### src/rtl/ce_div_ctrl.sv
// Programmable clock-enable generator: duty-cycled ce level plus a once-per-period tick strobe.
// New divider settings are taken in IDLE directly, or at the next period boundary while running.
module ce_div_ctrl #(
    parameter int unsigned CNT_W      = 11,
    parameter int unsigned DEF_PERIOD = 1525,
    parameter int unsigned DEF_HIGH   = 763
) (
    input  logic             clk,
    input  logic             rst_n,
    input  logic             en,
    input  logic             cfg_valid,
    output logic             cfg_ready,
    input  logic [CNT_W-1:0] cfg_period,
    input  logic [CNT_W-1:0] cfg_high,
    output logic             cfg_err,
    output logic             ce,
    output logic             tick,
    output logic             busy
);

    localparam logic [CNT_W-1:0] DefPeriod = CNT_W'(DEF_PERIOD);
    localparam logic [CNT_W-1:0] DefHigh   = CNT_W'(DEF_HIGH);

    typedef enum logic [1:0] {StIdle, StRun, StPend} state_t;

    state_t           state;
    logic [CNT_W-1:0] cnt;
    logic [CNT_W-1:0] per_act;
    logic [CNT_W-1:0] high_act;
    logic [CNT_W-1:0] per_shd;
    logic [CNT_W-1:0] high_shd;

    logic             accept;
    logic             cfg_ok;
    logic             wrap;
    logic [CNT_W-1:0] cnt_inc;

    assign cfg_ready = (state != StPend);
    assign busy      = (state != StIdle);
    assign accept    = cfg_valid && cfg_ready;
    assign cfg_ok    = (cfg_period != '0) && (cfg_high <= cfg_period);
    // >= rather than == so a counter above the period still wraps.
    assign wrap      = (cnt >= per_act);
    assign cnt_inc   = cnt + 1'b1;

    always_ff @(posedge clk or negedge rst_n) begin
        if (!rst_n) begin
            state    <= StIdle;
            cnt      <= '0;
            ce       <= 1'b0;
            tick     <= 1'b0;
            cfg_err  <= 1'b0;
            per_act  <= DefPeriod;
            high_act <= DefHigh;
            per_shd  <= '0;
            high_shd <= '0;
        end else begin
            cfg_err <= accept && !cfg_ok;
            unique case (state)
                StIdle: begin
                    cnt  <= '0;
                    ce   <= 1'b0;
                    tick <= 1'b0;
                    if (accept && cfg_ok) begin
                        per_act  <= cfg_period;
                        high_act <= cfg_high;
                    end
                    if (en) begin
                        state <= StRun;
                    end
                end
                StRun: begin
                    if (!en) begin
                        state <= StIdle;
                        cnt   <= '0;
                        ce    <= 1'b0;
                        tick  <= 1'b0;
                        if (accept && cfg_ok) begin
                            per_act  <= cfg_period;
                            high_act <= cfg_high;
                        end
                    end else begin
                        cnt  <= wrap ? '0 : cnt_inc;
                        tick <= wrap;
                        ce   <= (cnt >= high_act);
                        // Even on a wrap cycle the shadow waits for the following wrap.
                        if (accept && cfg_ok) begin
                            per_shd  <= cfg_period;
                            high_shd <= cfg_high;
                            state    <= StPend;
                        end
                    end
                end
                StPend: begin
                    if (!en) begin
                        state    <= StIdle;
                        cnt      <= '0;
                        ce       <= 1'b0;
                        tick     <= 1'b0;
                        per_act  <= per_shd;
                        high_act <= high_shd;
                    end else begin
                        cnt  <= wrap ? '0 : cnt_inc;
                        tick <= wrap;
                        ce   <= (cnt >= high_act);
                        if (wrap) begin
                            per_act  <= per_shd;
                            high_act <= high_shd;
                            state    <= StRun;
                        end
                    end
                end
                default: begin
                    state <= StIdle;
                end
            endcase
        end
    end

endmodule
### config.mk
export PLATFORM = sky130hd
export DESIGN_NAME = ce_div_ctrl
export DESIGN_NICKNAME = d
export VERILOG_FILES = /design/src/rtl/ce_div_ctrl.sv
export SDC_FILE = /design/constraint.sdc
export NUM_CORES = 1
export LEC_CHECK = 0
export BUFFER_PORTS_ARGS = -buffer_cell sky130_fd_sc_hd__buf_2
export CAP_MARGIN = 0
export CELL_PAD_IN_SITES_DETAIL_PLACEMENT = 1
export CELL_PAD_IN_SITES_GLOBAL_PLACEMENT = 2
export CORE_ASPECT_RATIO = 0.6
export CORE_MARGIN = 2
export CORE_UTILIZATION = 37
export DETAILED_ROUTE_END_ITERATION = 8
export GPL_ROUTABILITY_DRIVEN = 0
export PLACE_DENSITY = 0.88
export REMOVE_ABC_BUFFERS = 1
export SLEW_MARGIN = 20
export SYNTH_ARGS = -nofsm -noshare
export SYNTH_HDL_FRONTEND = slang
export SYNTH_SLANG_ARGS = --single-unit
### constraint.sdc
create_clock -name clk -period 2.2 [get_ports clk]
set_clock_uncertainty 0.1 [all_clocks]
set_input_delay 0.44 -clock clk [delete_from_list [all_inputs] [get_ports clk]]
set_output_delay 0.44 -clock clk [all_outputs]
set_load 0.02 [all_outputs]
==> run summary, run 1 <==
For this run, the slowest stage of the critical path takes 0.53 ns. For this run, design rule violations remaining after detail routing come to 0. TritonCTS created 9 clock buffers. Walking the worst path, the cells encountered are inv_2 > ha_4 > a211o_1 > a31oi_4 > o21ai_2 > a31oi_1 > a21oi_2 > buf_6 > buf_12 > buf_16 > mux2i_1. VDD sags by at most 506 uV. The run gives 509 as the number of nets in the finished design. The worst setup path is captured at a flip-flop. In the routed layout, each cell is associated on average with a via count of 5.15.

STA puts the critical path data arrival time at 2.51 ns. The worst hold path class is input pin to flip-flop. The final reports fail on negative setup slack. The die height was 82.0 um; the share of post-route cells with drive strength above 1 was 50.0%. The run gives 64.9% as the relative slew slack.

Internal power comes to 4.08 mW. The clock sink count was 60. The number of antenna violations at the first check in global routing came out at 0.

The critical path startpoint was per_act[2]. The final max-slew violation count is 0, and the per-cell routed wire length is 20.2 um. Synthesis produced a netlist whose cell count is 332. The cell at the slowest stage of the critical path is dfstp_2. The analysis attributes to cell leakage a power of 2.59 nW.

The routed layout has 3014 vias. The post-route worst hold slack was 0.341 ns. Compared with the post-synthesis result, the final layout area differs by 42.8%. Subtracting the final worst setup slack from the clock period gives 2.40 ns.

The startpoint identified for the worst register-to-register timing path is per_act[2]. The routed design has 11800 um of wire. After filler insertion, the fill cell instance count of the layout stands at 1064.

The maximum fanout count along the critical path was 7. The first global-routing pass estimated 17400 um of wire. During placement, the flow inserted port buffers numbering 30.

At the worst endpoint, the required time is 2.31 ns. The total congestion overflow after global routing came out at 0. For the number of different library cells in the post-synthesis netlist, the log shows 49. The clock passes through at most 2 buffers. The number of DRC markers in iteration 0 came out at 123. After floorplanning, the core was sized to cover 9880 um2.

Dividing total power by cell area gives a power density of 1170 nW/um2. The number of hold-slack violations in the final timing report is 0, and the overall die width is 134 um. Setup repair after global routing could not meet its margin everywhere.

Entering global routing, the biggest net connects 42 pins. The mean instance size in the synthesized netlist came out at 11.3 um2. The startpoint identified for the worst hold timing path is cfg_high[0]. Adding up every negative setup slack in the final design gives -4.14 ns.

In the final layout, the multi-input gates occupy 2400 um2. The cell area that synthesis handed to floorplanning was 3760 um2. For the depth of the CTS H-tree, the log shows 3.

Of the total power, the share spent switching nets is 35.3%. The maximum clock frequency was 417 MHz. The final cycle utilization of the critical path works out to 109%. The tools report the power share of the sequential group as 30.2%.

Global routing used 21.2% of the available tracks. Of the total power, combinational logic draws 49.6%. The run finished, with violations left. The synthesis-stage register bit count was 60. The run gives 0 as the yosys synthesis warning count. Row count: 28. The startpoint kind of the worst setup timing path was a flip-flop. TritonCTS built the clock tree. The clock-pin slew of the registers on the worst-case setup and hold paths works out to 0.06 ns. Of the synthesized area, sequential elements account for 40.5%. Together, buffers and inverters on the worst path number 4.

The antenna violation net count after detailed routing was 0; the initial core utilization was 38.0%. The count of TritonRoute iterations in the first routing pass was 5; the count of antenna diodes in the layout was 0. The tools report the net switching power as 2.22 mW. The tree is rooted in a clkbuf_16. The tools report the worst-case setup margin in the final layout as -0.197 ns. The number of ports placed on the die boundary is 31. On the critical path the largest part of the delay comes from compound AO/OA/AOI/OAI gates. The area of the die is 11000 um2.

Max-cap violations in this run came to 0. The post-DP HPWL was 8030 um. The clock insertion delay at the later pin of the skew report is 0.33 ns. The setup path with the least slack is of type flip-flop to flip-flop. The portion of total power attributed to the clock network is 20.1%, and the slew at the pin closest to its max-slew limit is 0.526 ns. Summing all flip-flop and latch instances after layout gives 1520 um2. The logs give 3254 for the via count of the first global-routing pass and 47 for the total of endpoints with negative setup slack in the final report.
==> final timing paths <==
check	endpoint	cells past startpoint	slack [ns]
worst max-delay path	high_act[10]	11	-0.20
worst min-delay path	high_shd[0]	3	0.34
worst max register to register	high_act[10]	11	-0.20
worst min register to register	tick	2	0.39
max in group asynchronous	per_act[2]	3	0.80
min in group asynchronous	cnt[10]	2	0.51
==> cell families after synthesis <==
family	Yosys count	share of synthesized area [%]
simple gates	53	7.99
flops	60	40.5
compound gates	66	12.3
buf+inv	47	5.60
mux	66	20.5
xor+xnor	2	0.466
fa+ha+maj	38	12.7
==> synth_stat cells (all sizes together) <==
master	n	share of area, %
nor2b	1	0.17
nand3b	2	0.40
nor3	2	0.27
o2111ai	1	0.23
a41o	1	0.27
a32o	1	0.27
a31oi	3	0.50
a211oi	9	1.9
clkbuf	4	0.40
o31a	1	0.23
nor2	8	0.80
o31ai	1	0.20
inv	38	3.8
nand2b	6	1.0
o21a	1	0.20
dfrtp	44	29
a21bo	1	0.27
o21ai	23	3.3
dfstp	16	11
xor2	2	0.47
a21o	7	1.4
and4	1	0.23
buf	5	1.4
and3	6	1.0
or2	2	0.33
ha	38	13
nor3b	3	0.60
nand3	5	1.0
o32ai	1	0.23
mux2	26	9.8
nand2	12	1.2
a2111oi	1	0.40
nor4	3	0.67
nand4	2	0.33
o21bai	4	0.80
a211o	3	0.70
a21oi	7	1.1
mux2i	40	11
o2111a	1	0.30
==> worst register-to-register path, cell delays in order, from the launching register on <==
cell and delay (ns):
dfstp_2 0.53, inv_2 0.05, ha_4 0.21, a211o_1 0.29, a31oi_4 0.19, o21ai_2 0.10, a31oi_1 0.22, a21oi_2 0.06
buf_6 0.14, buf_12 0.13, buf_16 0.14, mux2i_1 0.12
==> registers in the layout, summed over array words and instances (netlist names) <==
| signal | count |
|---|---|
| tick | 1 |
| cnt | 11 |
| per_shd | 11 |
| state | 2 |
| high_act | 11 |
| high_shd | 11 |
| ce | 1 |
| cfg_err | 1 |
| per_act | 11 |
==> cells in the final DEF (no fill, tap or decap), drive strengths merged, types with 2 or more instances in the layout <==
cell / count
mux2: 26
dfstp: 16
nand4: 2
o21ai: 23
a21oi: 7
xor2: 2
nand3b: 2
nor4: 3
a211o: 3
o21bai: 4
a211oi: 9
buf: 108
nand2: 12
clkbuf: 12
clkinvlp: 2
nand2b: 6
or2: 2
a21o: 8
mux2i: 40
nor3: 2
a31oi: 3
nor3b: 3
ha: 38
inv: 38
nor2: 8
nand3: 5
clkinv: 3
dfrtp: 44
and3: 6
==> stage by stage <==
step	utilization [%]	instance area, um2	cells	total power, mW	worst slack [ns]
finish	54.3	5370	585	6.30	-0.197
global route	54.3	5370	585	6.67	-0.266
CTS	51.3	5070	580	5.98	-0.152
detailed placement	46.0	4550	555	4.26	-0.491
global placement	46.0	4550	555	4.10	-0.352
floorplan	-	3690	323	3.34	-0.749
==> power groups by stage <==
stage	Sequential, mW	Clock (mW)	Combinational [mW]
2_1_floorplan	1.83	0	1.51
3_3_place_gp	1.86	0	2.24
3_5_place_dp	1.89	0	2.38
4_1_cts	1.89	1.29	2.80
5_1_grt	1.95	1.35	3.37
6_report	1.91	1.27	3.13
==> timing repair <==
item,in CTS,in global routing
hold endpoints to repair,17,0
setup buffers,7,6
cloned,2,1
endpoints found under the setup margin,57,57
hold buffers,1,0
pin swaps,11,19
resized for setup,40,51
==> metal layers <==
metal	vias to the layer above	wire (um)	share of wire (%)	global-route usage, %
li1	1423	-	-	-
met1	1532	5670	48	28.6
met2	50	5670	48	35.3
met3	9	380	3.2	4.88
met4	0	68	0.58	4.74
met5	-	0	0	0
==> cell type report <==
cell class | count | share of cell area [%]
flip-flops and latches | 60 | 28.4
clock buffers | 11 | 4.34
multi-input cells | 226 | 44.8
clock inverters | 5 | 0.560
inverters | 38 | 2.66
well taps | 135 | 3.15
repair buffers | 110 | 16.2
Note: power is estimated with default switching activity, not from simulation.
==> run 2, diff against run 1 <==
--- a/config.mk
+++ b/config.mk
@@ -14,8 +14,9 @@
 export CORE_UTILIZATION = 37
 export DETAILED_ROUTE_END_ITERATION = 8
 export GPL_ROUTABILITY_DRIVEN = 0
-export PLACE_DENSITY = 0.88
+export PLACE_DENSITY_LB_ADDON = 0.1
 export REMOVE_ABC_BUFFERS = 1
+export SKIP_LAST_GASP = 1
 export SLEW_MARGIN = 20
 export SYNTH_ARGS = -nofsm -noshare
 export SYNTH_HDL_FRONTEND = slang
==> run summary, run 2 (synthesized netlist as in run 1, its figures left out) <==
The count of antenna diodes in the layout is 0 (unchanged), and the pin count of the biggest net entering global routing is 61 (was 42). The setup TNS is -0.821 ns (was -4.14 ns), and the number of ports placed on the die boundary is 31 (unchanged). The multi-input combinational cell area is 2370 um2 (was 2400 um2).

The worst-case setup margin in the final layout came out at -0.0969 ns (was -0.197 ns). The most common library cell in the layout ignoring fill and taps is buf_4 (unchanged). The minimum period implied by the final worst setup slack was 2.30 ns (was 2.40 ns). Number of DRC markers in iteration 0: 129 (was 123). The run gives 11000 um2 (unchanged) as the area of the die. The flow ran to the end, but the final reports show violations. Depth of the most critical reg-to-reg path: 8 (was 11). The maximum cell stage delay along the critical path works out to 0.52 ns (was 0.53 ns). The cell at the slowest stage of the critical path is dfstp_2 (unchanged). The number of hold-slack violations in the final timing report was 0 (unchanged); the wire length of the first global-routing pass was 16700 um (was 17400 um). The maximum clock path buffer count was 2 (unchanged); the clock-pin slew of the registers on the worst-case setup and hold paths was 0.05 ns (was 0.06 ns).

The run gives 532 uV (was 506 uV) as the largest vdd supply drop. The worst hold path class was input pin to asynchronous set/reset pin (was input pin to flip-flop). The tools report the endpoint of the worst setup timing path as state[0] (was high_act[10]). The logs give 0 (unchanged) for the DRC violations left and 9880 um2 (unchanged) for the area inside the core boundary. The average vias per placed instance is 5.04 (was 5.15). TritonCTS built the clock tree.

For the clock insertion delay at the later pin of the skew report, the log shows 0.33 ns (about the same). The number of filler instances in the final layout came out at 1061 (was 1064). The endpoint of the lowest-slack register-to-register path was state[0] (was high_act[10]).

The ratio of total power to cell area came out at 1160 nW/um2 (was 1170 nW/um2). Number of antenna violations at the first check in global routing: 0 (unchanged). The total of buffers placed on input and output ports is 30 (unchanged), and the post-route worst hold slack is 0.00488 ns (was 0.341 ns). The number of buffers inserted for hold repair after clock tree synthesis was 0 (was 1); the overall die width was 134 um (unchanged). The tools report the clock root buffer as clkbuf_16 (unchanged). The clock sink count was 60 (unchanged). The share of post-route cells with drive strength above 1 works out to 47.4% (was 50.0%). The data arrival time of the worst path was 2.41 ns (was 2.51 ns); the per-cell routed wire length was 18.7 um (was 20.2 um). The number of standard cells in the final layout excluding fillers is 574 (was 585). The logs give -0.1 ns (was -0.20 ns) for the minimum setup slack among reg-to-reg paths and 3046 (was 3254) for the via count of the first global-routing pass. The static leakage power was 2.52 nW (was 2.59 nW). Die height: 82.0 um (unchanged). The worst path required time is 2.31 ns (about the same). The relative slew slack came out at 71.2% (was 64.9%). The tools report the maximum clock frequency as 435 MHz (was 417 MHz).

The logs give 0 (unchanged) for the total congestion overflow after global routing and 498 (was 509) for the number of nets in the finished design. The maximum fanout count along the critical path works out to 2 (was 7). The run gives 0 (unchanged) as the antenna violation net count after detailed routing. The final max-slew violation count was 0 (unchanged); the number of violations of the max-capacitance limit was 0 (unchanged). Cell-by-cell listing of the critical path: inv_2 > ha_4 > a211o_1 > a31oi_4 > o21ai_1 > a41o_1 > o21ai_2 > mux2_4 (was inv_2 > ha_4 > a211o_1 > a31oi_4 > o21ai_2 > a31oi_1 > a21oi_2 > buf_6 > buf_12 > buf_16 > mux2i_1). The tools report the reg-to-reg critical path startpoint as per_act[2] (unchanged). The logs give 4 (was 5) for the count of TritonRoute iterations in the first routing pass and 1520 um2 (unchanged) for the sequential standard cell area.

Slew at the pin closest to its max-slew limit: 0.433 ns (was 0.526 ns). The initial core utilization came out at 38.0% (unchanged). The kind of end point of the critical path is a flip-flop (unchanged). The post-DP HPWL is 7830 um (was 8030 um), and the final cycle utilization of the critical path is 104% (was 109%).

The number of buffers inserted during clock tree synthesis came out at 9 (unchanged). Total wire length: 10700 um (was 11800 um). The worst setup path category is flip-flop to flip-flop (unchanged).

Leading cell types in the layout, fill and taps excluded: buf_4, dfrtp_1, mux2i_1 (unchanged). Startpoint kind of the worst setup timing path: a flip-flop (unchanged). The total of endpoints with negative setup slack in the final report was 22 (was 47); the area overhead of the layout relative to synthesis was 39.5% (was 42.8%). Violations in the final reports: negative setup slack (unchanged). Setup repair after global routing could not meet its margin everywhere. The tools report the overall track demand over capacity in global routing as 20.3% (was 21.2%). The logs give 28 (unchanged) for the row count and 2893 (was 3014) for the number of vias in the routed layout. The overall power consumption is 6.08 mW (was 6.30 mW). Critical path startpoint: per_act[2] (unchanged).

The tools report the placed cell count as 553 (was 555). The depth of the CTS H-tree is 3 (unchanged).
-- run 2: changes by cell type in the layout (fill, tap and decap cells not counted), sizes merged --
cell         before  now
clkinv            3    2
bufinv            0    1
buf             108  100
clkinvlp          2    0
a21o              8    7
dlygate4sd3       1    0
clkbuf           12   13
-- run 2: power by group --
part | internal, mW | total [mW] | switching (mW) | leakage (nW)
clock | 0.905 | 1.41 | 0.501 | 0.144
sequential | 1.66 | 1.90 | 0.231 | 0.721
combinational | 1.47 | 2.78 | 1.31 | 1.66
total | 4.04 | 6.08 | 2.04 | 2.52
-- run 2: metal layers --
layer | up-vias | GRT usage [%] | share of wire [%]
met1 | 1453 | 28.0 | 48
met5 | - | 0 | 0
met4 | 0 | 4.11 | 0.69
met2 | 33 | 33.3 | 48
met3 | 9 | 4.57 | 3.1
li1 | 1398 | - | -
-- run 2: repair_timing --
action | 4_1_cts | 5_1_grt
setup buffers | 5 | 2
gates resized for setup | 25 | 44
endpoints found under the setup margin | 57 | 57
pin swaps | 7 | 21
-- run 2: worst min path at each step --
stage	startpoint	to	slack [ns]	cells past startpoint
3_3_place_gp	tick	tick	0.37	2
6_report	rst_n	cnt[0]	0.005	2
4_1_cts	rst_n	cnt[0]	0.03	2
5_1_grt	rst_n	cnt[1]	0.04	2
3_5_place_dp	rst_n	cnt[0]	0.38	2
2_1_floorplan	rst_n	ce	0.04	0
-- run 2: layout make-up --
cell class	instances	share of cell area, %
inverters	38	2.77
repair buffers	100	14.3
flip-flops and latches	60	29.0
clock buffers	13	4.78
multi-input cells	225	45.2
well taps	135	3.22
clock inverters	3	0.764
-- run 2: metrics by stage --
step / setup slack [ns] / utilization [%] / cell area (um2)
after CTS: -0.135 / 50.5 / 4990
after floorplan: -0.749 / - / 3690
after global placement: -0.384 / 46.0 / 4550
after global routing: -0.161 / 53.0 / 5240
after detailed placement: -0.474 / 46.0 / 4550
final: -0.0969 / 53.0 / 5240
-- run 2: critical path: cells and delay by family (launching register included) --
family	cells	cell delay [ns]
flip-flops	1	0.52
buffers and inverters	1	0.05
adder cells (fa/ha/maj)	1	0.23
AO/OA/AOI/OAI	5	0.96
multiplexers	1	0.33
==> run 3, diff against run 2 <==
--- a/config.mk
+++ b/config.mk
@@ -10,12 +10,13 @@
 export CELL_PAD_IN_SITES_DETAIL_PLACEMENT = 1
 export CELL_PAD_IN_SITES_GLOBAL_PLACEMENT = 2
 export CORE_ASPECT_RATIO = 0.6
-export CORE_MARGIN = 2
+export CORE_MARGIN = 4
 export CORE_UTILIZATION = 37
 export DETAILED_ROUTE_END_ITERATION = 8
 export GPL_ROUTABILITY_DRIVEN = 0
 export PLACE_DENSITY_LB_ADDON = 0.1
 export REMOVE_ABC_BUFFERS = 1
+export SETUP_SLACK_MARGIN = 0.3
 export SKIP_LAST_GASP = 1
 export SLEW_MARGIN = 20
 export SYNTH_ARGS = -nofsm -noshare
==> run summary, run 3 (synthesized netlist as in run 1, its figures left out) <==
The antenna violation net count after detailed routing was 0 (unchanged). Die height: 86.0 um (was 82.0 um). Leading cell types in the layout, fill and taps excluded: buf_4, dfrtp_1, mux2i_1 (unchanged).

The number of nets in the finished design is 511 (was 498). The number of violations of the max-capacitance limit was 0 (unchanged). The placed cell count was 552 (was 553). The tools report the total congestion overflow after global routing as 0 (unchanged).

For the sequential standard cell area, the log shows 1520 um2 (about the same). For the row count, the log shows 28 (unchanged). The buffering stage count on the worst path with inverters included works out to 4 (was 1). The logs give 139 (was 129) for the number of DRC markers in iteration 0 and 3249 (was 3046) for the via count of the first global-routing pass. The initial core utilization came out at 38.0% (unchanged). The number of ports placed on the die boundary is 31 (unchanged). Largest vdd supply drop: 536 uV (was 532 uV). The DRC violations left was 0 (unchanged); the area inside the core boundary was 9880 um2 (unchanged). Cell-by-cell listing of the critical path: inv_2 > ha_4 > a211o_1 > a31oi_1 > buf_4 > o21ai_4 > a31oi_4 > a21oi_4 > buf_12 > buf_12 > mux2i_1 (was inv_2 > ha_4 > a211o_1 > a31oi_4 > o21ai_1 > a41o_1 > o21ai_2 > mux2_4). Minimum period implied by the final worst setup slack: 2.34 ns (was 2.30 ns). TritonCTS built the clock tree.

The overall track demand over capacity in global routing is 19.4% (was 20.3%), and the clock-pin slew of the registers on the worst-case setup and hold paths is 0.05 ns (about the same). The run gives 587 (was 574) as the number of standard cells in the final layout excluding fillers. The share of post-route cells with drive strength above 1 is 54.2% (was 47.4%), and the maximum clock frequency is 428 MHz (was 435 MHz). The number of vias in the routed layout is 2988 (was 2893), and the clock insertion delay at the later pin of the skew report is 0.34 ns (was 0.33 ns).

The ratio of total power to cell area came out at 1170 nW/um2 (was 1160 nW/um2). The area of the die is 11900 um2 (was 11000 um2). The final cycle utilization of the critical path is 106% (was 104%).

The slew at the pin closest to its max-slew limit was 0.425 ns (was 0.433 ns). The worst-case setup margin in the final layout was -0.136 ns (was -0.0969 ns). Kind of end point of the critical path: a flip-flop (unchanged). Average vias per placed instance: 5.09 (was 5.04). The pin count of the biggest net entering global routing is 61 (unchanged). The most common library cell in the layout ignoring fill and taps was buf_4 (unchanged). The number of hold-slack violations in the final timing report came out at 2 (was 0).

Worst setup path category: flip-flop to flip-flop (unchanged). The kind of cell adding the most delay to the critical path is compound AO/OA/AOI/OAI gates (unchanged). The number of buffers inserted for hold repair after clock tree synthesis is 0 (unchanged), and the maximum cell stage delay along the critical path is 0.52 ns (about the same). For the number of antenna violations at the first check in global routing, the log shows 0 (unchanged). The critical path startpoint is per_act[2] (unchanged).

Number of filler instances in the final layout: 1062 (was 1061). Startpoint kind of the worst setup timing path: a flip-flop (unchanged). The cell at the slowest stage of the critical path was dfstp_2 (unchanged).

For the worst path required time, the log shows 2.35 ns (was 2.31 ns). The run gives 3 (unchanged) as the depth of the CTS H-tree. The tools report the final max-slew violation count as 0 (unchanged). The tools report the wire length of the first global-routing pass as 17700 um (was 16700 um). The per-cell routed wire length came out at 19.6 um (was 18.7 um). The total wire length is 11500 um (was 10700 um), and the clock sink count is 60 (unchanged).

The worst hold path class is input pin to asynchronous set/reset pin (unchanged). For the count of antenna diodes in the layout, the log shows 0 (unchanged). The run finished, with violations left. The reg-to-reg critical path startpoint was per_act[2] (unchanged).

The overall die width was 138 um (was 134 um); the count of TritonRoute iterations in the first routing pass was 4 (unchanged). The multi-input combinational cell area is 2490 um2 (was 2370 um2). The run gives 2.68 nW (was 2.52 nW) as the static leakage power. For the maximum clock path buffer count, the log shows 2 (unchanged).

The clock root buffer is clkbuf_16 (unchanged). The relative slew slack was 71.6% (was 71.2%). Counting stages on the worst path, the most repeated cell is buf_12.

The post-DP HPWL is 7740 um (was 7830 um), and the area overhead of the layout relative to synthesis is 49.3% (was 39.5%). The total of buffers placed on input and output ports was 30 (unchanged); the number of buffers inserted during clock tree synthesis was 9 (unchanged). The post-route worst hold slack came out at -0.00496 ns (was 0.00488 ns). The maximum fanout count along the critical path was 5 (was 2).

Violations in the final reports: negative hold slack, negative setup slack (was negative setup slack). Setup repair after global routing could not meet its margin everywhere. The total of endpoints with negative setup slack in the final report is 54 (was 22), and the setup TNS is -3.16 ns (was -0.821 ns). The tools report the data arrival time of the worst path as 2.49 ns (was 2.41 ns).
==> run 3: repair_timing <==
| action | in CTS | in global routing |
|---|---|---|
| buffers inserted | 12 | 3 |
| pin swaps | 27 | 20 |
| gates cloned | 2 | 2 |
| resized for setup | 103 | 25 |
| setup endpoints to repair | 62 | 62 |
==> run 3: power by group <==
| group | internal [mW] | switching (mW) |
|---|---|---|
| clock network | 0.904 | 0.507 |
| logic | 1.79 | 1.47 |
| registers | 1.67 | 0.233 |
==> run 3: per-layer routing <==
layer  vias to the layer above  wire length [um]  global-route usage (%)
met3                         9               380                    4.79
li1                       1436                 -                       -
met2                        35              5520                    33.2
met1                      1508              5530                    24.8
met4                         0                95                    5.02
met5                         -                 0                       0
==> run 3: path summary, 6_finish.rpt <==
| path | depth (start not counted) | slack, ns | end |
|---|---|---|---|
| max | 11 | -0.14 | per_act[10] |
| min | 2 | -0.005 | high_shd[10] |
| max reg2reg | 11 | -0.14 | per_act[10] |
| min reg2reg | 2 | 0.38 | high_act[6] |
| max in group asynchronous | 2 | 1.63 | per_act[2] |
| min in group clk | 2 | 0.26 | high_shd[0] |
==> run 3: layout make-up <==
type | instances | area share [%]
clock buffer | 13 | 4.46
inverter | 38 | 2.59
timing repair buffer | 112 | 17.6
multi-input combinational | 226 | 44.4
tap | 135 | 3.01
clock inverter | 3 | 0.714
sequential | 60 | 27.1
==> run 3: per-stage QoR <==
| step | instance area [um2] | power [mW] | worst slack [ns] | util [%] |
|---|---|---|---|---|
| after floorplan | 3690 | 3.34 | -0.749 | - |
| after global placement | 4540 | 4.15 | -0.393 | 45.9 |
| after detailed placement | 4540 | 4.25 | -0.489 | 45.9 |
| after CTS | 5410 | 6.30 | -0.0946 | 54.8 |
| after global routing | 5610 | 6.98 | -0.226 | 56.8 |
| final | 5610 | 6.57 | -0.136 | 56.8 |
